<file path="src/rtl/ppu_regs_pkg.sv">
// Shared definitions for the PPU register window: register indices, the VRAM
// access state encoding and the V increment steps.
package ppu_regs_pkg;

  localparam logic [2:0] REG_CTRL0  = 3'd0;
  localparam logic [2:0] REG_STATUS = 3'd2;
  localparam logic [2:0] REG_SCROLL = 3'd5;
  localparam logic [2:0] REG_ADDR   = 3'd6;
  localparam logic [2:0] REG_DATA   = 3'd7;

  typedef enum logic [2:0] {
    IDLE,
    WAIT,
    ALE,
    ACC,
    INC
  } vram_state_e;

  localparam int unsigned INC_1  = 1;
  localparam int unsigned INC_32 = 32;

endpackage

</file>
<file path="src/rtl/ppu_scroll_addr_regs.sv">
// Scroll/address register file: shared write toggle, T and V address registers,
// fine X, and the V load/increment muxing.
module ppu_scroll_addr_regs
  import ppu_regs_pkg::*;
#(
  parameter int unsigned VW = 15
) (
  input  logic          clk_i,
  input  logic          rst_ni,
  input  logic          wr_en_i,
  input  logic          rd_en_i,
  input  logic [2:0]    rs_i,
  input  logic [7:0]    din_i,
  input  logic          inc_en_i,
  input  logic          inc_32_i,
  output logic [VW-1:0] v_o,
  output logic [2:0]    fine_x_o
);

  logic          toggle_q, toggle_d;
  logic [VW-1:0] t_q, t_d;
  logic [VW-1:0] v_q, v_d;
  logic [2:0]    fine_x_q, fine_x_d;
  logic [VW-1:0] inc_step;

  assign inc_step = inc_32_i ? VW'(INC_32) : VW'(INC_1);

  always_comb begin
    toggle_d = toggle_q;
    t_d      = t_q;
    v_d      = v_q;
    fine_x_d = fine_x_q;

    if (inc_en_i) begin
      v_d = v_q + inc_step;
    end

    // A register load of V is applied after the increment so it takes priority.
    if (wr_en_i) begin
      case (rs_i)
        REG_CTRL0: begin
          t_d[11:10] = din_i[1:0];
        end
        REG_SCROLL: begin
          if (!toggle_q) begin
            t_d[4:0] = din_i[7:3];
            fine_x_d = din_i[2:0];
            toggle_d = 1'b1;
          end else begin
            t_d[14:12] = din_i[2:0];
            t_d[9:5]   = din_i[7:3];
            toggle_d   = 1'b0;
          end
        end
        REG_ADDR: begin
          if (!toggle_q) begin
            t_d[13:8] = din_i[5:0];
            t_d[14]   = 1'b0;
            toggle_d  = 1'b1;
          end else begin
            t_d[7:0] = din_i;
            v_d      = {t_q[VW-1:8], din_i};
            toggle_d = 1'b0;
          end
        end
        default: ;
      endcase
    end

    if (rd_en_i && (rs_i == REG_STATUS)) begin
      toggle_d = 1'b0;
    end
  end

  always_ff @(posedge clk_i or negedge rst_ni) begin
    if (!rst_ni) begin
      toggle_q <= 1'b0;
      t_q      <= '0;
      v_q      <= '0;
      fine_x_q <= 3'd0;
    end else begin
      toggle_q <= toggle_d;
      t_q      <= t_d;
      v_q      <= v_d;
      fine_x_q <= fine_x_d;
    end
  end

  assign v_o      = v_q;
  assign fine_x_o = fine_x_q;

endmodule

</file>
<file path="src/rtl/ppu_vram_access_ctrl.sv">
// CPU-side VRAM access sequencer: $2007 FSM, read buffer, bus strobes and
// arbitration against rendering fetches.
module ppu_vram_access_ctrl
  import ppu_regs_pkg::*;
#(
  parameter int unsigned AW = 14,
  parameter int unsigned VW = 15
) (
  input  logic          CLK,
  input  logic          n_RES,
  input  logic          reg_stb,
  input  logic [2:0]    RS,
  input  logic          RnW,
  input  logic [7:0]    cpu_din,
  input  logic          I_1_32,
  input  logic          render_req,
  input  logic [7:0]    vram_din,
  output logic [7:0]    cpu_dout,
  output logic [AW-1:0] vram_addr,
  output logic          ale,
  output logic          n_rd,
  output logic          n_wr,
  output logic [7:0]    vram_dout,
  output logic          render_gnt,
  output logic          busy,
  output logic          ovr,
  output logic [2:0]    fine_x,
  output logic [VW-1:0] v_out
);

  vram_state_e   state_q, state_d;
  logic          rd_dir_q, rd_dir_d;
  logic [7:0]    wdata_q, wdata_d;
  logic [7:0]    rd_buf_q, rd_buf_d;
  logic [7:0]    cpu_dout_q, cpu_dout_d;
  logic          ale_q, ale_d;
  logic          n_rd_q, n_rd_d;
  logic          n_wr_q, n_wr_d;
  logic [7:0]    vram_dout_q, vram_dout_d;
  logic [AW-1:0] vram_addr_q, vram_addr_d;
  logic          busy_q, busy_d;
  logic          ovr_q, ovr_d;

  logic          data_stb;
  logic          inc_en;
  logic [VW-1:0] v_cur;

  assign data_stb = reg_stb && (RS == REG_DATA);
  assign inc_en   = (state_q == INC);

  ppu_scroll_addr_regs #(
    .VW(VW)
  ) u_regs (
    .clk_i   (CLK),
    .rst_ni  (n_RES),
    .wr_en_i (reg_stb & ~RnW),
    .rd_en_i (reg_stb & RnW),
    .rs_i    (RS),
    .din_i   (cpu_din),
    .inc_en_i(inc_en),
    .inc_32_i(I_1_32),
    .v_o     (v_cur),
    .fine_x_o(fine_x)
  );

  always_comb begin
    state_d     = state_q;
    rd_dir_d    = rd_dir_q;
    wdata_d     = wdata_q;
    rd_buf_d    = rd_buf_q;
    cpu_dout_d  = cpu_dout_q;
    ale_d       = ale_q;
    n_rd_d      = n_rd_q;
    n_wr_d      = n_wr_q;
    vram_dout_d = vram_dout_q;
    vram_addr_d = vram_addr_q;
    busy_d      = busy_q;
    // A data-port strobe that arrives mid-sequence is discarded and flagged.
    ovr_d       = data_stb & busy_q;

    unique case (state_q)
      IDLE: begin
        if (data_stb) begin
          state_d  = WAIT;
          busy_d   = 1'b1;
          rd_dir_d = RnW;
          wdata_d  = cpu_din;
          if (RnW) begin
            cpu_dout_d = rd_buf_q;
          end
        end
      end
      WAIT: begin
        if (!render_req) begin
          state_d     = ALE;
          ale_d       = 1'b1;
          vram_addr_d = v_cur[AW-1:0];
        end
      end
      ALE: begin
        state_d = ACC;
        ale_d   = 1'b0;
        if (rd_dir_q) begin
          n_rd_d = 1'b0;
        end else begin
          n_wr_d      = 1'b0;
          vram_dout_d = wdata_q;
        end
      end
      ACC: begin
        state_d = INC;
        n_rd_d  = 1'b1;
        n_wr_d  = 1'b1;
        if (rd_dir_q) begin
          rd_buf_d = vram_din;
        end
      end
      INC: begin
        state_d = IDLE;
        busy_d  = 1'b0;
      end
      default: begin
        state_d = IDLE;
      end
    endcase
  end

  always_ff @(posedge CLK or negedge n_RES) begin
    if (!n_RES) begin
      state_q     <= IDLE;
      rd_dir_q    <= 1'b0;
      wdata_q     <= 8'd0;
      rd_buf_q    <= 8'd0;
      cpu_dout_q  <= 8'd0;
      ale_q       <= 1'b0;
      n_rd_q      <= 1'b1;
      n_wr_q      <= 1'b1;
      vram_dout_q <= 8'd0;
      vram_addr_q <= '0;
      busy_q      <= 1'b0;
      ovr_q       <= 1'b0;
    end else begin
      state_q     <= state_d;
      rd_dir_q    <= rd_dir_d;
      wdata_q     <= wdata_d;
      rd_buf_q    <= rd_buf_d;
      cpu_dout_q  <= cpu_dout_d;
      ale_q       <= ale_d;
      n_rd_q      <= n_rd_d;
      n_wr_q      <= n_wr_d;
      vram_dout_q <= vram_dout_d;
      vram_addr_q <= vram_addr_d;
      busy_q      <= busy_d;
      ovr_q       <= ovr_d;
    end
  end

  // Rendering may take the bus only before the CPU sequence commits at ALE.
  assign render_gnt = n_RES & render_req & ((state_q == IDLE) | (state_q == WAIT));

  assign cpu_dout  = cpu_dout_q;
  assign vram_addr = vram_addr_q;
  assign ale       = ale_q;
  assign n_rd      = n_rd_q;
  assign n_wr      = n_wr_q;
  assign vram_dout = vram_dout_q;
  assign busy      = busy_q;
  assign ovr       = ovr_q;
  assign v_out     = v_cur;

endmodule

</file>
<file path="config.mk">
export PLATFORM = sky130hd
export DESIGN_NAME = ppu_vram_access_ctrl
export DESIGN_NICKNAME = d
export VERILOG_FILES = /design/src/rtl/ppu_regs_pkg.sv /design/src/rtl/ppu_scroll_addr_regs.sv /design/src/rtl/ppu_vram_access_ctrl.sv
export SDC_FILE = /design/constraint.sdc
export NUM_CORES = 1
export LEC_CHECK = 0
export CORE_ASPECT_RATIO = 0.6
export CORE_MARGIN = 4
export CORE_UTILIZATION = 45
export DETAILED_ROUTE_END_ITERATION = 6
export PLACE_DENSITY = 0.72
export SKIP_CTS_REPAIR_TIMING = 1
export SKIP_LAST_GASP = 1
export SYNTH_ARGS = -nofsm -noshare
export SYNTH_HDL_FRONTEND = slang
export SYNTH_HIERARCHICAL = 1
export SYNTH_SLANG_ARGS = --single-unit
</file>
<file path="constraint.sdc">
create_clock -name CLK -period 4.94 [get_ports CLK]
set_input_delay 0.988 -clock CLK [delete_from_list [all_inputs] [get_ports CLK]]
set_output_delay 0.988 -clock CLK [all_outputs]
set_load 0.02 [all_outputs]
</file>
Word-level counts from Yosys, hierarchy flattened
Index checks and enable logic that the tools add are counted.
W data, S select, Z words.
Word-level totals
  register bits after elaboration: 81
  input port bits: 25
  word-level logic and storage cells: 96
Cells by class
  $add $sub $neg: 1
  equality and inequality tests: 14
  multiplexer cells: 28
  bitwise gates (word level): 10
  reduce and logical (&&, ||, !) cells: 26
Operators by type and width (count)
  $mux W15: 4
  $pmux W10 S2: 1
  $reduce_and A2 Y1: 10
  $add A15 B15 Y15: 1
  $reduce_bool A2 Y1: 7
  $eq A3 B3 Y1 const B: 4
  $pmux W3 S4: 1
  $mux W5: 2
  $ne A2 B2 Y1 const B: 5
  $eq A3 B2 Y1 const B: 3
  $mux W3: 3
  $reduce_and A3 Y1: 3
  $mux W1: 8
  $mux W8: 1
  $pmux W1 S2: 4
  $mux W7: 1
  $logic_not A3 Y1: 2
  $mux W6: 1
  $pmux W3 S2: 1
  $and A1 B1 Y1: 5
  $not A1 Y1: 4
  $pmux W2 S2: 1
  $reduce_and A4 Y1: 1
  $eq A3 B1 Y1 const B: 1
  other kinds (4): 5

Depth between registers and ports, before layout
  depth in word-level cells: 6
  mapped depth: 8

By module
Netlist, hierarchy kept.
By module, submodules not included
  ppu_vram_access_ctrl: times used 1, cells an instance 140, area each 2155.8 um^2
  ppu_scroll_addr_regs: times used 1, cells an instance 153, area each 1461.4 um^2

Worst setup path before layout
OpenSTA, ideal clock, no wires.
  kind: input -> output
  start point: input port n_RES
  end point: output port render_gnt
  data arrival time: 1.481 ns
  data required time: 3.952 ns
  setup slack: 2.471 ns
  cell stages on the path: 2
  cell sequence: nand2_1 -> nor3_1
Between the ends
  word-level cells in the longest chain between the ends: 2
Ends and longest elaborated chain
  start: declaration: RTL line ppu_vram_access_ctrl.sv:10  | input logic n_RES,
  $and A1 B1 Y1 (2 in a row): RTL line ppu_vram_access_ctrl.sv:159  | assign render_gnt = n_RES & render_req & ((state_q == IDLE) | (state_q == WAIT));
  end: declaration: RTL line ppu_vram_access_ctrl.sv:24  | output logic render_gnt,
No other way between the ends.

Final worst setup path
  start point: input port render_req
  end point: output port render_gnt
Between the ends
  word-level cells in the longest chain between the ends: 2
Ends and longest elaborated chain
  start: declaration: RTL line ppu_vram_access_ctrl.sv:16  | input logic render_req,
  $and A1 B1 Y1 (2 in a row): RTL line ppu_vram_access_ctrl.sv:159
No other way between the ends.

==> metrics.md <==
| Metric | Value |
|---|---|
| Synthesized area | `3620 sq um` |
| #FFs+latches synth | `81` |
| Commonest cells in the netlist | `79 x dfrtp_1, 53 x mux2_2, 21 x nand2_1` |
| H-tree Lvls | `3` |
| Layout cells sized above 1 | `20.9%` |
| Final min period | `3.42 ns` |
| Max Cap Viol | `0` |
| Most common cell in the netlist | `dfrtp_1` |
| CTS Buf Count | `9` |
| Data required time of the worst path | `3.95 ns` |
| CP Launch Type | `input port` |
| Clk root buf | `clkbuf_16` |
| Post-synth cell types | `46` |
| Core ar. | `7850 sq um` |
| Dominant synthesized flop cell | `dfrtp_1` |
| Initial antenna violation count | `0` |
| Fmax | `292 MHz` |
| Post-DR vias/cell | `5.42` |
| Reg clk slew, reported paths | `0.06 ns` |
| Clock tree buffer depth | `2` |
| CP dominant cell by count | `clkdlybuf4s50_1` |
| DRT iter0 DRCs | `213` |
| Setup CP Type | `input port to primary output` |
| Die Area | `9580 sq um` |
| Initial Util | `46.1%` |
| CP Max Fanout | `5` |
| Area of the multi-input gates | `1500 sq um` |
| Crit path buf inv count | `2` |
| Detailed placer's ending HPWL | `5.83 mm` |
| Gr usage total | `18.8%` |
| Final setup vio count | `0` |
| Synth Warn # | `6` |
| Crit path DAT | `2.43 ns` |
| Placement Setup Slack | `1.52 ns` |
| Synth area leaders | `dfrtp_1 55%, mux2_2 16%, o21ai_0 2.4%` |
| Final WL | `8.19 mm` |
| Final Skew | `0.00628 ns` |
| Syn Inst Count | `293` |
| FF-to-FF setup slack | `2.55 ns` |
| Synthesized area per cell | `12.3 sq um` |
| RSZ-0062 raised after global routing | `false` |
| Fin. Hold Viols | `0` |
| First-pass GRT wire length | `13.8 mm` |
| Leakage | `2.00 nW` |
| Critical path's largest stage delay | `0.62 ns` |
| TritonRoute pass-1 iters | `4` |
| Buffers on Ports | `78` |
| CTS tree | `done` |
| Min-Delay Startpoint | `n_rd` |
| # diodes | `0` |
| # clock sinks | `81` |
| Worst Setup Slack, final | `1.52 ns` |
| Total power | `2.87 mW` |
| CP delay by family, top | `buffers and inverters` |
| Die H | `77.4 um` |
| Drt wl/cell | `16.9 um` |
| Post-Synthesis Net Count | `321` |
| DR DRC count | `0` |
| Largest net degree at the start of global routing | `82` |
| Worst setup startpoint | `render_req` |
| Sequential cell area | `2030 sq um` |
| GPL Wtd Cong | `0.793` |
| Peak VDD IR | `335 uV` |
| Register area share after synthesis | `56.1%` |
| Chip width | `124 um` |
| Final Slew Violations | `0` |
| Final net count | `401` |
| Share of Yosys cell area claimed by the top area cell type | `54.7%` |
| Grt ovf | `0` |
| Post-synthesis async set-or-reset flop share | `100%` |
| Area growth syn-to-layout | `31.8%` |
| Number of flops mapped to enable cells by yosys | `0` |
| Reg-to-reg critical path startpoint | `state_q[1]` |
| Filler instances | `639` |
| Worst hold path class | `flop to flop` |
| Area leader, netlist | `dfrtp_1` |
| Vias in the first global route | `2,648` |
| Io pins | `79` |
| CP max stage cell | `clkdlybuf4s50_1` |
| FP Rows | `25` |
| Critical Path End Type | `primary output` |
| Outcome | `finished, final reports clean` |
| Max-Slew Margin vs Limit | `32.4%` |
| Period utilisation layout | `69.2%` |
| Clock Latency Late Sink | `0.34 ns` |
| Crit-path cells | `clkdlybuf4s50_1, nand2_1, nor3_1, clkdlybuf4s50_1` |
| ANT nets after route | `0` |
| Pwr/cell area | `603 nW/um^2` |
| Setup_tns | `0 ns` |
| Worst slew pin tran | `1.01 ns` |
| Vias | `2,632` |
-- power breakdown --
part / switching (mW) / internal, mW / leakage, nW / total [mW]
Sequential: 0.223 / 0.942 / 1.01 / 1.16
Combinational: 0.489 / 0.567 / 0.844 / 1.06
Clock: 0.249 / 0.404 / 0.144 / 0.653
-- stage by stage --
step	hold slack [ns]	std cells	utilization [%]	cell area [sq um]
after floorplan	0.443	293	-	3620
after global placement	0.451	470	57.0	4480
after detailed placement	0.461	470	57.0	4480
after CTS	0.471	486	60.7	4770
after global routing	0.488	486	60.7	4770
final	0.467	486	60.7	4770
-- routing by layer --
| metal | wire length [um] | vias to the layer above | track usage [%] |
|---|---|---|---|
| li1 | - | 1226 | - |
| met1 | 4080 | 1315 | 28.0 |
| met2 | 3440 | 82 | 25.4 |
| met3 | 588 | 9 | 7.50 |
| met4 | 86 | 0 | 4.31 |
| met5 | 0 | - | 0 |
-- final timing paths --
| path | cells after the start | endpoint |
|---|---|---|
| max in group asynchronous | 2 | u_regs/v_o[13] |
| min in group asynchronous | 2 | cpu_dout[1] |
| setup / recovery | 4 | render_gnt |
| setup reg to reg | 6 | u_regs/v_o[13] |
| hold reg to reg | 2 | n_rd |
| hold / removal | 2 | n_rd |
-- cells by family after synthesis --
group                      Yosys count  share of synthesized area, %
muxes                               60                          18.4
adders and majority gates            3                          1.04
AOI/OAI and AO/OA                   42                          7.02
and+or+nand+nor                     83                          13.4
buffers and inverters               18                          2.53
xor gates and xnor gates             6                          1.45
DFF                                 81                          56.1
-- worst reg2reg max path, delay by kind of cell, from the launching register on --
kind               cells  cell delay [ns]
AOI/OAI and AO/OA      2             0.48
DFF                    1             0.51
and+or+nand+nor        4             1.31
-- flip-flops by register name, indices dropped and copies added (netlist names), 3 cells and up --
name / flops
u_regs/v_o: 15
vram_addr: 14
cpu_dout: 8
rd_buf_q: 8
vram_dout: 8
wdata_q: 8
u_regs/t_q: 7
state_q: 3
u_regs/fine_x_o: 3
-- placed cells by master (no fill, tap or decap), drive strengths merged, types with 4 or more instances in the layout --
cell type      netlist  routed
nand4                5       5
dfrtp               79      79
nand2               22      22
mux2                53      53
clkbuf               2      13
mux2i                7       7
clkdlybuf4s50        0      77
inv                  8       8
or4                  4       4
o21ai               17      17
nand3               10      10
nor2                17      17
a31oi                6       6
nand3b               7       7
a21oi                8       8
-- layout make-up --
cell class              count  area share [%]
clock buffers              13            5.25
repair buffers             79            16.5
well taps                 108            2.83
flip-flops and latches     81            42.6
multi-input cells         194            31.4
clock inverters             3           0.840
inverters                   8           0.630
Note: power is estimated with default switching activity, not from simulation.
